--- config.mk ---
export PLATFORM = sky130hd
export DESIGN_NAME = dsp_dual_acc
export DESIGN_NICKNAME = d
export VERILOG_FILES = /design/src/rtl/dsp_dual_acc_pkg.sv /design/src/rtl/dsp_requant.sv /design/src/rtl/dsp_dual_acc.sv
export SDC_FILE = /design/constraint.sdc
export NUM_CORES = 1
export LEC_CHECK = 0
export ABC_AREA = 1
export BUFFER_PORTS_ARGS = -buffer_cell sky130_fd_sc_hd__buf_2
export CAP_MARGIN = 20
export CORE_UTILIZATION = 50
export DETAILED_ROUTE_END_ITERATION = 8
export PLACE_DENSITY = 0.69
export REMOVE_ABC_BUFFERS = 1
export SLEW_MARGIN = 15
export SYNTH_ARGS = -nofsm -noshare
export SYNTH_HDL_FRONTEND = slang
export SYNTH_SLANG_ARGS = --single-unit
--- constraint.sdc ---
create_clock -name clk -period 10.65 [get_ports clk]
set_clock_uncertainty 0.1 [all_clocks]
set_input_delay 1.065 -clock clk [delete_from_list [all_inputs] [get_ports clk]]
set_output_delay 1.065 -clock clk [all_outputs]
set_load 0.1 [all_outputs]
--- src/rtl/dsp_dual_acc_pkg.sv ---
// Shared DSP constants and FSM type for the dual-lane accumulator.
// Holds default widths and the controller state enum.
package dsp_dual_acc_pkg;

  localparam int ACC_W_DEF = 24;
  localparam int LEN_W_DEF = 10;

  typedef enum logic [1:0] {
    ST_IDLE  = 2'd0,
    ST_ACCUM = 2'd1,
    ST_QUANT = 2'd2,
    ST_HOLD  = 2'd3
  } acc_state_e;

endpackage

--- src/rtl/dsp_requant.sv ---
// Round-half-up, arithmetic right shift and saturate to signed 8 bits.
// Ports: acc_i (ACC_W signed), shift_i (0..31), res_o (signed 8).
module dsp_requant
  import dsp_dual_acc_pkg::*;
#(
  parameter int ACC_W = ACC_W_DEF
) (
  input  logic signed [ACC_W-1:0] acc_i,
  input  logic        [4:0]       shift_i,
  output logic signed [7:0]       res_o
);

  // Wide enough for acc plus a 2^30 rounding term without overflow.
  localparam int EW = (ACC_W > 32 ? ACC_W : 32) + 2;

  logic signed [EW-1:0] ext;
  logic signed [EW-1:0] rnd;
  logic signed [EW-1:0] sum;
  logic signed [EW-1:0] shr;
  logic        [EW-8:0] upper;

  always_comb begin
    ext = {{(EW-ACC_W){acc_i[ACC_W-1]}}, acc_i};
    rnd = '0;
    if (shift_i != 5'd0) begin
      rnd[shift_i - 5'd1] = 1'b1;
    end
    sum   = ext + rnd;
    shr   = sum >>> shift_i;
    upper = shr[EW-1:7];
    // In range only when bits above bit 7 are pure sign extension.
    if (upper == '0 || upper == '1) begin
      res_o = shr[7:0];
    end else if (shr[EW-1]) begin
      res_o = 8'sh80;
    end else begin
      res_o = 8'sh7f;
    end
  end

endmodule

--- src/rtl/dsp_dual_acc.sv ---
// Dual-lane saturating dot-product accumulator with requantised output.
// Beats in_ac/in_bc summed cfg_len times, shifted by cfg_shift, held.
module dsp_dual_acc
  import dsp_dual_acc_pkg::*;
#(
  parameter int ACC_W = ACC_W_DEF,
  parameter int LEN_W = LEN_W_DEF
) (
  input  logic                    clk,
  input  logic                    rst_n,
  input  logic                    in_valid,
  output logic                    in_ready,
  input  logic signed [15:0]      in_ac,
  input  logic signed [15:0]      in_bc,
  input  logic        [LEN_W-1:0] cfg_len,
  input  logic        [4:0]       cfg_shift,
  output logic                    out_valid,
  input  logic                    out_ready,
  output logic signed [7:0]       out_ac,
  output logic signed [7:0]       out_bc,
  output logic                    ovf_sticky
);

  localparam logic signed [ACC_W-1:0] ACC_MAX =
    {1'b0, {(ACC_W-1){1'b1}}};
  localparam logic signed [ACC_W-1:0] ACC_MIN =
    {1'b1, {(ACC_W-1){1'b0}}};

  acc_state_e              state_q, state_d;
  logic signed [ACC_W-1:0] acc_ac_q, acc_ac_d;
  logic signed [ACC_W-1:0] acc_bc_q, acc_bc_d;
  logic        [LEN_W-1:0] cnt_q, cnt_d;
  logic        [LEN_W-1:0] len_q, len_d;
  logic        [4:0]       shift_q, shift_d;
  logic signed [7:0]       out_ac_q, out_ac_d;
  logic signed [7:0]       out_bc_q, out_bc_d;
  logic                    ovf_q, ovf_d;
  logic                    rdy_q;

  logic signed [ACC_W-1:0] ext_ac, ext_bc;
  logic signed [ACC_W:0]   sum_ac, sum_bc;
  logic signed [ACC_W-1:0] sat_ac, sat_bc;
  logic                    ovf_ac, ovf_bc;
  logic signed [7:0]       rq_ac, rq_bc;
  logic                    take;
  logic        [LEN_W-1:0] len_eff;

  dsp_requant #(.ACC_W(ACC_W)) u_rq_ac (
    .acc_i   (acc_ac_q),
    .shift_i (shift_q),
    .res_o   (rq_ac)
  );

  dsp_requant #(.ACC_W(ACC_W)) u_rq_bc (
    .acc_i   (acc_bc_q),
    .shift_i (shift_q),
    .res_o   (rq_bc)
  );

  // rdy_q keeps in_ready low through reset and up at the first edge.
  assign in_ready   = rdy_q &&
                      (state_q == ST_IDLE || state_q == ST_ACCUM);
  assign take       = in_valid && in_ready;
  assign out_valid  = (state_q == ST_HOLD);
  assign out_ac     = out_ac_q;
  assign out_bc     = out_bc_q;
  assign ovf_sticky = ovf_q;

  always_comb begin
    ext_ac = {{(ACC_W-16){in_ac[15]}}, in_ac};
    ext_bc = {{(ACC_W-16){in_bc[15]}}, in_bc};
    sum_ac = {acc_ac_q[ACC_W-1], acc_ac_q} + {ext_ac[ACC_W-1], ext_ac};
    sum_bc = {acc_bc_q[ACC_W-1], acc_bc_q} + {ext_bc[ACC_W-1], ext_bc};
    ovf_ac = sum_ac[ACC_W] != sum_ac[ACC_W-1];
    ovf_bc = sum_bc[ACC_W] != sum_bc[ACC_W-1];
    sat_ac = ovf_ac ? (sum_ac[ACC_W] ? ACC_MIN : ACC_MAX)
                    : sum_ac[ACC_W-1:0];
    sat_bc = ovf_bc ? (sum_bc[ACC_W] ? ACC_MIN : ACC_MAX)
                    : sum_bc[ACC_W-1:0];
    len_eff = (cfg_len == '0) ? LEN_W'(1) : cfg_len;
  end

  always_comb begin
    state_d  = state_q;
    acc_ac_d = acc_ac_q;
    acc_bc_d = acc_bc_q;
    cnt_d    = cnt_q;
    len_d    = len_q;
    shift_d  = shift_q;
    out_ac_d = out_ac_q;
    out_bc_d = out_bc_q;
    ovf_d    = ovf_q;
    unique case (state_q)
      ST_IDLE: begin
        if (take) begin
          len_d    = len_eff;
          shift_d  = cfg_shift;
          acc_ac_d = ext_ac;
          acc_bc_d = ext_bc;
          cnt_d    = LEN_W'(1);
          state_d  = (len_eff == LEN_W'(1)) ? ST_QUANT : ST_ACCUM;
        end
      end
      ST_ACCUM: begin
        if (take) begin
          acc_ac_d = sat_ac;
          acc_bc_d = sat_bc;
          ovf_d    = ovf_q | ovf_ac | ovf_bc;
          cnt_d    = cnt_q + LEN_W'(1);
          if (cnt_d == len_q) begin
            state_d = ST_QUANT;
          end
        end
      end
      ST_QUANT: begin
        out_ac_d = rq_ac;
        out_bc_d = rq_bc;
        state_d  = ST_HOLD;
      end
      ST_HOLD: begin
        if (out_ready) begin
          state_d = ST_IDLE;
        end
      end
      default: state_d = ST_IDLE;
    endcase
  end

  always_ff @(posedge clk or negedge rst_n) begin
    if (!rst_n) begin
      state_q  <= ST_IDLE;
      acc_ac_q <= '0;
      acc_bc_q <= '0;
      cnt_q    <= '0;
      len_q    <= '0;
      shift_q  <= '0;
      out_ac_q <= '0;
      out_bc_q <= '0;
      ovf_q    <= 1'b0;
      rdy_q    <= 1'b0;
    end else begin
      state_q  <= state_d;
      acc_ac_q <= acc_ac_d;
      acc_bc_q <= acc_bc_d;
      cnt_q    <= cnt_d;
      len_q    <= len_d;
      shift_q  <= shift_d;
      out_ac_q <= out_ac_d;
      out_bc_q <= out_bc_d;
      ovf_q    <= ovf_d;
      rdy_q    <= 1'b1;
    end
  end

endmodule

Yosys cells after proc, flatten, opt, wreduce, memory -nomap -nowiden
Index checks and enable logic that the tools add are counted.
{ "op_classes": {"n_lt_le_gt_ge": 2, "shifts": 2, "muxes": 27, "n_eq_ne": 13, "n_reduce_logical": 16, "n_addsub": 6, "bitwise_logic": 2} }
{ "op_table": {"columns": ["cell", "count"], "rows": [
  ["$mux 24", 8],
  ["$pmux 24 s2", 2],
  ["$add 24x33->34", 2],
  ["$sshr 34x5->34", 2],
  ["$eq 27x27->1 const B", 2],
  ["$logic_not 27->1", 2],
  ["$add 24x16->25", 2],
  ["$mux 32", 1],
  ["$mux 8", 4],
  ["$mux 10", 3],
  ["$pmux 10 s2", 1],
  ["$add 10x1->10 const B", 1],
  ["$eq 10x1->1 const B", 1],
  ["$eq 10x10->1", 1],
  ["$logic_not 10->1", 1],
  ["$mux 2", 5],
  ["$pmux 2 s4", 1],
  ["$lt 5x7->1 const B", 1],
  ["$demux 1 s5", 1],
  ["$ge 5x1->1 const B", 1],
  ["$reduce_bool 5->1", 1],
  ["$sub 5x1->5 const B", 1],
  ["$eq 2x2->1 const B", 2],
  ["$ne 2x1->1 const B", 2],
  ["12 further kinds", 20]
]} }
{ "word_totals": {"out_inout_bits": 19, "inputBits": 51, "ff_bits": 93} }

Logic depth before layout (Yosys ltp)
Gate-level depths: netlist of run 1.
{ "logic_depth": {"word_depth": 11, "depth_mapped": 37} }

By module
Synthesis of run 1 repeated with hierarchy kept, for this count alone.
{ "unflattened": {"hier_cells": 3491, "area_unflattened_um2": 18595.3} }
{ "by_module_without_submodules": {"columns": ["module", "cells_per_inst", "area_per_inst_um2", "instances"], "rows": [
  ["dsp_dual_acc", 1262, 7888.8, 1],
  ["dsp_requant at u_rq_bc", 1123, 5422.7, 1],
  ["dsp_requant at u_rq_ac", 1106, 5283.8, 1]
]} }

Worst setup path after synthesis of run 1
No wires, ideal clock.
{ "synth_path": {"path_type": "register to register", "from": "register shift_q[4]", "to": "register out_bc_q[0] (netlist: out_bc[0])", "t_required_ns": 10.430, "path_slack_ns": 6.255, "period_less_slack_ns": 4.395, "arrival_time_ns": 4.175, "n_path_buf": 5, "path_stages_with_launch": 33, "cell_sequence": "dfrtp_1 buf_2 inv_1 buf_4 clkbuf_1 clkbuf_1 clkbuf_1 nor3_1 inv_1 nor2_1 ha_1 a21oi_1 o21ai_0 inv_1 nand2_1 a21boi_0 nand3_2 nand2_1 nand2_2 inv_2 nand2_2 nand3_1 nand3_1 nand2_1 nand2_1 nand2_1 nand3_1 a21oi_1 nand3_1 nand3_2 nand2_1 nand2_1 nand2_1"} }
{ "synth_via": {"elab_chain_len": 11, "elab_cells_between_ends": 15, "classes_between": "add/sub: 2; order compare: 2; eq/ne: 1; shift: 1; mux: 5; reduce/logical: 4"} }
{ "synth_lines": {"columns": ["item", "line_no", "rtl"], "rows": [
  ["start: declaration", "dsp_dual_acc.sv:34", "logic [4:0] shift_q, shift_d;"],
  ["start signal: assignment", "dsp_dual_acc.sv:147", "shift_q <= shift_d;"],
  ["$sub 5x1->5", "dsp_requant.sv:26", "rnd[shift_i - 5'd1] = 1'b1;"],
  ["$lt 5x7->1 (not written as such) or $ge 5x1->1 (tied branches)", "dsp_requant.sv:26", null],
  ["$logic_and 1x1->1 (not written as such)", "dsp_requant.sv:26", null],
  ["$mux 1 (not written as such)", "dsp_requant.sv:26", null],
  ["$demux 1 s5", null, null],
  ["$mux 32", "dsp_requant.sv:25", "if (shift_i != 5'd0) begin"],
  ["$add 24x33->34", "dsp_requant.sv:28", "sum = ext + rnd;"],
  ["$sshr 34x5->34 *", "dsp_requant.sv:29", "shr = sum >>> shift_i;"],
  ["$eq 27x27->1 or $logic_not 27->1 (tied branches)", "dsp_requant.sv:32", "if (upper == '0 || upper == '1) begin"],
  ["$logic_or 1x1->1", "dsp_requant.sv:32", null],
  ["$mux 8 *", "dsp_requant.sv:32", null],
  ["end signal: assignment", "dsp_dual_acc.sv:149", "out_bc_q <= out_bc_d;"],
  ["end: declaration", "dsp_dual_acc.sv:36", "logic signed [7:0] out_bc_q, out_bc_d;"]
]} }
Every way passes the cells marked *; elsewhere a longest branch is shown, timed or not.
A chain may end at the register's enable or synchronous reset.

Worst setup path after layout of run 1
{ "layout_path": {"from": "register shift_q[0]", "to": "register out_bc_q[1] (netlist: out_bc[1])"} }
Same word-level chain as after synthesis.

==> metrics.md, run 1 <==
| Metric | Value |
|---|---|
| Outcome | complete, no violations |
| CTS Buf Count | 9 |
| Fraction of layout cells with a size suffix above 1 | 5.51% |
| WP data arrival | 6.48 ns |
| GRT Util Overall | 37.4% |
| Final Hold Slack | 0.366 ns |
| Post-CTS Resized | 0 |
| Synth Instances | 2905 |
| Initial Util | 50.7% |
| Final slew viol count | 0 |
| Post-synthesis sequential area ratio | 14.6% |
| Seq pwr share | 11.9% |
| Top delay family on crit path | simple AND/OR/NAND/NOR gates |
| RSZ-0062 raised after global routing | no |
| Worst IR Drop VDD | 0.182 mV |
| Multi-input gate area | 12000 um2 |
| Capturing point of the worst reg2reg path | out_bc[1]$_DFFE_PN0P_ |
| RR Startpoint | shift_q[0]$_DFFE_PN0P_ |
| Reg-to-reg setup timing slack | 4.39 ns |
| Vias in the first global route | 18300 |
| Post-DP HPWL | 49.1 mm |
| Number of cells on the critical path | 29 |
| Hold depth | 2 |
| Drc violations | 0 |
| Die area | 32600 um2 |
| Synthesis-stage register bit count | 93 |
| Core area | 31500 um2 |
| CP dominant cell by count | nand2_1 |
| Total wire length | 60.7 mm |
| I/O pin cnt | 70 |
| Worst Path Buf+Inv | 4 |
| Wire per inst | 18.4 um |
| # nets final | 3043 |
| Clock power frac | 5.6% |
| Max_slew headroom | 38.6% |
| Slowest cell on the critical path | dfrtp_2 |
| DR pass1 iterations | 8 |
| DRT antenna net count | 0 |
| Most used DFF post-synth | dfrtp_1 |
| Root Buffer | clkbuf_16 |
| Commonest non-fill, non-tap cell in the layout | nand2_1 |
| Setup TNS | 0 ns |
| Internal power | 2190 uW |
| DR vias | 19400 |
| Crit-path max cell delay | 0.78 ns |
| Die Ht | 181 um |
| Initial antenna violation count | 0 |
| Die width | 181 um |
| Commonest non-fill, non-tap cells in the layout | 948 x nand2_1, 490 x nand3_1, 303 x inv_1 |
| Fill cell instance count of the final layout | 3414 |
| Register area | 2330 um2 |
| TritonCTS clock tree | yes |
| Row count | 65 |
| Power Density | 365 nW/um2 |
| WS Path Type | flop to flop |
| Area grow syn2layout | 5.29% |
| Synth cell types | 53 |
| Htree depth | 3 |
| Leakage | 0.00895 uW |
| Setup violations, final | 0 |
| Hold_buf cts | 0 |
| Crit. End Element | flop |
| Final min period | 6.26 ns |
| Reg clk slew, reported paths | 0.07 ns |
| Comb power frac | 82.5% |
| Final Hold Viols | 0 |
| PortBufs | 69 |
| Reg2reg path depth | 29 |
| Grt total ovfl | 0 |
| Mapped cell area | 16000 um2 |
| Vias per std cell | 5.87 |
| Post-synth ARST share | 100% |
| Hold Path Class | flop to flop |
| Largest net degree at the start of global routing | 78 |
| GPL Wtd Cong | 1.07 |
| Min-Delay Endpoint | ovf_sticky$_DFFE_PN0P_ |
| Worst Setup Start Kind | flop |
| Synth warn | 0 |
| CP Data Required Time | 10.86 ns |
| N_diodes | 0 |
| Clock sink total | 93 |
| Worst Max-Slew Pin Slew | 0.917 ns |
| Hold Startpoint | ovf_sticky$_DFFE_PN0P_ |
| Drt first-iter violations | 2047 |
| Max Root-Sink Buffers | 2 |
| Post-CTS setup buffer count | 0 |
| First-pass GRT wire length | 96.6 mm |
| Final worst path period share | 58.8% |
| Switching Fraction | 64.2% |
| Max Freq | 0.160 GHz |
| Sw Pwr | 3930 uW |
| Post-synth EDFFs | 0 |
| CP Max Fanout | 36 |
| Worst skew pair latency | 0.38 ns |
| Maxcap violations | 0 |
| Mapped Avg Cell Area | 5.49 um2 |
worst min-delay path, delay by kind of cell (launching register included):
kind	cells	cell delay, ns
DFF	1	0.35
and+or+nand+nor	1	0.05
buffers and inverters	1	0.04
area by class of cell:
cell class,instances,area share [%]
Timing Repair Buffer,86,2.83
Inverter,321,7.19
Multi-Input combinational cell,2390,71.3
Sequential cell,93,13.9
Clock buffer,11,1.39
Tap cell,402,2.99
Clock inverter,5,0.365
logic make-up (layout without fill, tap and decap cells):
group	Yosys count	after routing	synth area share, %
other	2	5	0.0471
and+or+nand+nor	1807	1807	48.6
muxes	7	7	0.471
DFF	93	93	14.6
AOI/OAI and AO/OA	397	397	14.2
xor gates and xnor gates	83	83	4.56
buffers and inverters	425	423	10.4
adders and majority gates	91	91	7.23
cell usage after synthesis (all sizes together), types with 5 or more instances:
| cell type | instances | area share [%] |
|---|---|---|
| o21bai | 10 | 0.47 |
| xor2 | 56 | 3.1 |
| xnor2 | 27 | 1.5 |
| buf | 65 | 1.9 |
| clkbuf | 39 | 0.93 |
| a21boi | 21 | 0.99 |
| dfrtp | 93 | 15 |
| ha | 89 | 7.0 |
| o221ai | 5 | 0.27 |
| nand2 | 962 | 23 |
| o21ai | 137 | 4.3 |
| inv | 318 | 7.5 |
| a31oi | 8 | 0.31 |
| nor3 | 22 | 0.69 |
| or2 | 7 | 0.27 |
| nor2 | 257 | 6.3 |
| a21oi | 151 | 4.7 |
| o211ai | 33 | 1.6 |
| o22ai | 9 | 0.35 |
| a211oi | 7 | 0.33 |
| nand4 | 49 | 2.0 |
| nand3 | 495 | 16 |
| nand3b | 6 | 0.28 |
| o2111ai | 6 | 0.33 |
power by group through the flow:
stage / sequential, uW / combinational [uW] / clock [uW]
2_1_floorplan: 940 / 3390 / 0
3_3_place_gp: 722 / 4880 / 0
3_5_place_dp: 726 / 4910 / 0
4_1_cts: 720 / 4930 / 348
5_1_grt: 745 / 5600 / 359
6_report: 728 / 5050 / 343
per-layer routing:
metal	GRT usage [%]	wire (um)
met2	61.4	27400
met3	6.97	5330
met5	0	0
met1	48.5	25800
met4	14.7	2230
metrics by stage:
step	setup slack (ns)	cell area (um2)	power (uW)	instances	util [%]
2_1_floorplan	4.38	15500	4330	2804	-
3_3_place_gp	4.68	16500	5600	3292	52.4
3_5_place_dp	4.63	16500	5640	3292	52.4
4_1_cts	4.61	16800	6000	3308	53.4
5_1_grt	4.06	16800	6700	3308	53.4
6_report	4.39	16800	6120	3308	53.4
sequential cells by signal, summed over array words and instances, names as in the netlist:
| name | cells |
|---|---|
| acc_bc_q | 24 |
| len_q | 10 |
| ovf_sticky | 1 |
| out_ac | 8 |
| state_q | 2 |
| rdy_q | 1 |
| shift_q | 5 |
| out_bc | 8 |
| cnt_q | 10 |
| acc_ac_q | 24 |
how the worst max path moves through the flow:
stage                                      start                     to
final                     shift_q[0]$_DFFE_PN0P_  out_bc[1]$_DFFE_PN0P_
after floorplan           shift_q[2]$_DFFE_PN0P_  out_bc[5]$_DFFE_PN0P_
after global routing      shift_q[0]$_DFFE_PN0P_  out_bc[1]$_DFFE_PN0P_
after detailed placement  shift_q[0]$_DFFE_PN0P_  out_bc[5]$_DFFE_PN0P_
after CTS                 shift_q[0]$_DFFE_PN0P_  out_bc[5]$_DFFE_PN0P_
after global placement    shift_q[0]$_DFFE_PN0P_  out_bc[5]$_DFFE_PN0P_
No activity file was read; power rests on OpenSTA's default activity.
==> inputs of run 2 (changes only) <==
- clock period: 10.65 -> 6.4 ns (I/O delays scaled with it)
==> metrics.md, run 2 (synthesis gave the netlist of run 1 again) <==
| Metric | Value |
|---|---|
| Clock power frac | 5.8% (was 5.6%) |
| Worst Setup Start Kind | flop (unchanged) |
| Grt total ovfl | 0 (unchanged) |
| DR vias | 19600 (was 19400) |
| Clock sink total | 93 (unchanged) |
| Wire per inst | 18.2 um (was 18.4 um) |
| Final worst path period share | 86.5% (was 58.8%) |
| CP dominant cell by count | nand2_1 (unchanged) |
| Reg clk slew, reported paths | 0.07 ns (about the same) |
| Capturing point of the worst reg2reg path | out_bc[0]$_DFFE_PN0P_ (was out_bc[1]$_DFFE_PN0P_) |
| DR pass1 iterations | 9 (was 8) |
| GRT Util Overall | 37.5% (was 37.4%) |
| Post-layout util | 53.4% (about the same) |
| Drc violations | 0 (unchanged) |
| Hold_buf cts | 0 (unchanged) |
| Hold Path Class | primary input to async pin (was flop to flop) |
| Reg2reg path depth | 31 (was 29) |
| Setup violations, final | 0 (unchanged) |
| CP Max Fanout | 17 (was 36) |
| Worst skew pair latency | 0.39 ns (was 0.38 ns) |
| Reg-to-reg setup timing slack | 0.86 ns (was 4.39 ns) |
| First-pass GRT wire length | 97.2 mm (was 96.6 mm) |
| N_diodes | 0 (unchanged) |
| Post-CTS setup buffer count | 0 (unchanged) |
| WS Path Type | flop to flop (unchanged) |
| Fraction of layout cells with a size suffix above 1 | 5.61% (was 5.51%) |
| Die Ht | 181 um (unchanged) |
| Max Root-Sink Buffers | 2 (unchanged) |
| CP Data Required Time | 6.62 ns (was 10.86 ns) |
| Maxcap violations | 0 (unchanged) |
| Setup TNS | 0 ns (unchanged) |
| WP data arrival | 5.75 ns (was 6.48 ns) |
| Commonest non-fill, non-tap cell in the layout | nand2_1 (unchanged) |
| RR Startpoint | shift_q[0]$_DFFE_PN0P_ (unchanged) |
| Met3 Track Usage GR | 6.08% (was 6.97%) |
| Crit-path max cell delay | 0.56 ns (was 0.78 ns) |
| GPL Wtd Cong | 1.02 (was 1.07) |
| Power Density | 605 nW/um2 (was 365 nW/um2) |
| Worst IR Drop VDD | 0.312 mV (was 0.182 mV) |
| Top Usage Layer GRT | met2 (unchanged) |
| Met2 GRT Util | 62.1% (was 61.4%) |
| Initial antenna violation count | 0 (unchanged) |
| Final Hold Viols | 0 (unchanged) |
| Met1 Usage GRT | 48.1% (was 48.5%) |
| Internal power | 3660 uW (was 2190 uW) |
| Die width | 181 um (unchanged) |
| Post-CTS Resized | 0 (unchanged) |
| Top flop regs | acc_ac_q x24, acc_bc_q x24 (unchanged) |
| Seq pwr share | 11.9% (about the same) |
| Worst Max-Slew Pin Slew | 0.953 ns (was 0.917 ns) |
| Final min period | 5.54 ns (was 6.26 ns) |
| Die area | 32600 um2 (unchanged) |
| Total wire length | 60.3 mm (was 60.7 mm) |
| Initial Util | 50.7% (unchanged) |
| Htree depth | 3 (unchanged) |
| Sw Pwr | 6510 uW (was 3930 uW) |
| Vias in the first global route | 18500 (was 18300) |
| Drt first-iter violations | 1806 (was 2047) |
| Slowest cell on the critical path | dfrtp_2 (unchanged) |
| Switching Fraction | 64.0% (was 64.2%) |
| Max_slew headroom | 36.2% (was 38.6%) |
| Commonest non-fill, non-tap cells in the layout | 948 x nand2_1, 490 x nand3_1, 303 x inv_1 (unchanged) |
| Final slew viol count | 0 (unchanged) |
| Outcome | complete, no violations (unchanged) |
| DRT antenna net count | 0 (unchanged) |
| Area grow syn2layout | 5.44% (was 5.29%) |
| Leakage | 0.00898 uW (was 0.00895 uW) |
| Root Buffer | clkbuf_16 (unchanged) |
| Core area | 31500 um2 (unchanged) |
| PortBufs | 69 (unchanged) |
| Post-DP HPWL | 48.8 mm (was 49.1 mm) |
| RSZ-0062 raised after global routing | no (unchanged) |
| I/O pin cnt | 70 (unchanged) |
| Crit. End Element | flop (unchanged) |
| # nets final | 3045 (was 3043) |
| Largest net degree at the start of global routing | 73 (was 78) |
| Vias per std cell | 5.91 (was 5.87) |
| Max Freq | 0.181 GHz (was 0.160 GHz) |
| TritonCTS clock tree | yes (unchanged) |
| Row count | 65 (unchanged) |
| Comb power frac | 82.3% (was 82.5%) |
| CTS Buf Count | 9 (unchanged) |
## run 2: through the flow
stage / setup slack (ns) / cells / total power (uW) / instance area [um2] / hold slack, ns
CTS: 0.972 / 3310 / 10000 / 16800 / 0.182
global placement: 1.11 / 3294 / 9310 / 16500 / 0.340
floorplan: 0.126 / 2804 / 7210 / 15500 / 0.244
global route: 0.316 / 3310 / 11200 / 16800 / 0.208
finish: 0.861 / 3310 / 10200 / 16800 / 0.155
detailed placement: 1.02 / 3294 / 9370 / 16500 / 0.360
## run 2: layer usage
metal  up-vias  share of wire [%]  wire length [um]
li1       9593                  -                 -
met2       864                 46             27600
met1      8984                 42             25500
met4         0                4.2              2530
met5         -                  0                 0
met3       135                7.8              4700
## run 2: power groups by stage
stage	clock network [uW]	logic [uW]	registers, uW
global route	611	9340	1240
finish	589	8370	1210
CTS	591	8200	1200
detailed placement	0	8160	1210
global placement	0	8100	1210
floorplan	0	5650	1560
## run 2: layout make-up
class / count / area, um2
clock buffer: 11 / 243
timing repair buffer: 88 / 490
clock inverter: 5 / 60.1
multi-input combinational: 2390 / 12000
sequential: 93 / 2330
fill: 3353 / 14700
inverter: 321 / 1210
tap: 402 / 503
## run 2: critical path: cells and delay by family, from the launching register on
family          cells  cell delay, ns
flops               1            0.56
fa+ha+maj           1            0.37
buf+inv             3            0.33
simple gates       25            3.44
compound gates      2            0.66
## run 2: worst max-delay path by stage
stage	start	to	slack (ns)	depth (start not counted)
finish	shift_q[0]$_DFFE_PN0P_	out_bc[0]$_DFFE_PN0P_	0.86	31
global route	shift_q[0]$_DFFE_PN0P_	out_bc[0]$_DFFE_PN0P_	0.32	31
CTS	shift_q[0]$_DFFE_PN0P_	out_bc[0]$_DFFE_PN0P_	0.97	31
detailed placement	shift_q[0]$_DFFE_PN0P_	out_bc[0]$_DFFE_PN0P_	1.02	31
global placement	shift_q[0]$_DFFE_PN0P_	out_bc[1]$_DFFE_PN0P_	1.11	31
floorplan	shift_q[2]$_DFFE_PN0P_	out_bc[5]$_DFFE_PN0P_	0.13	31
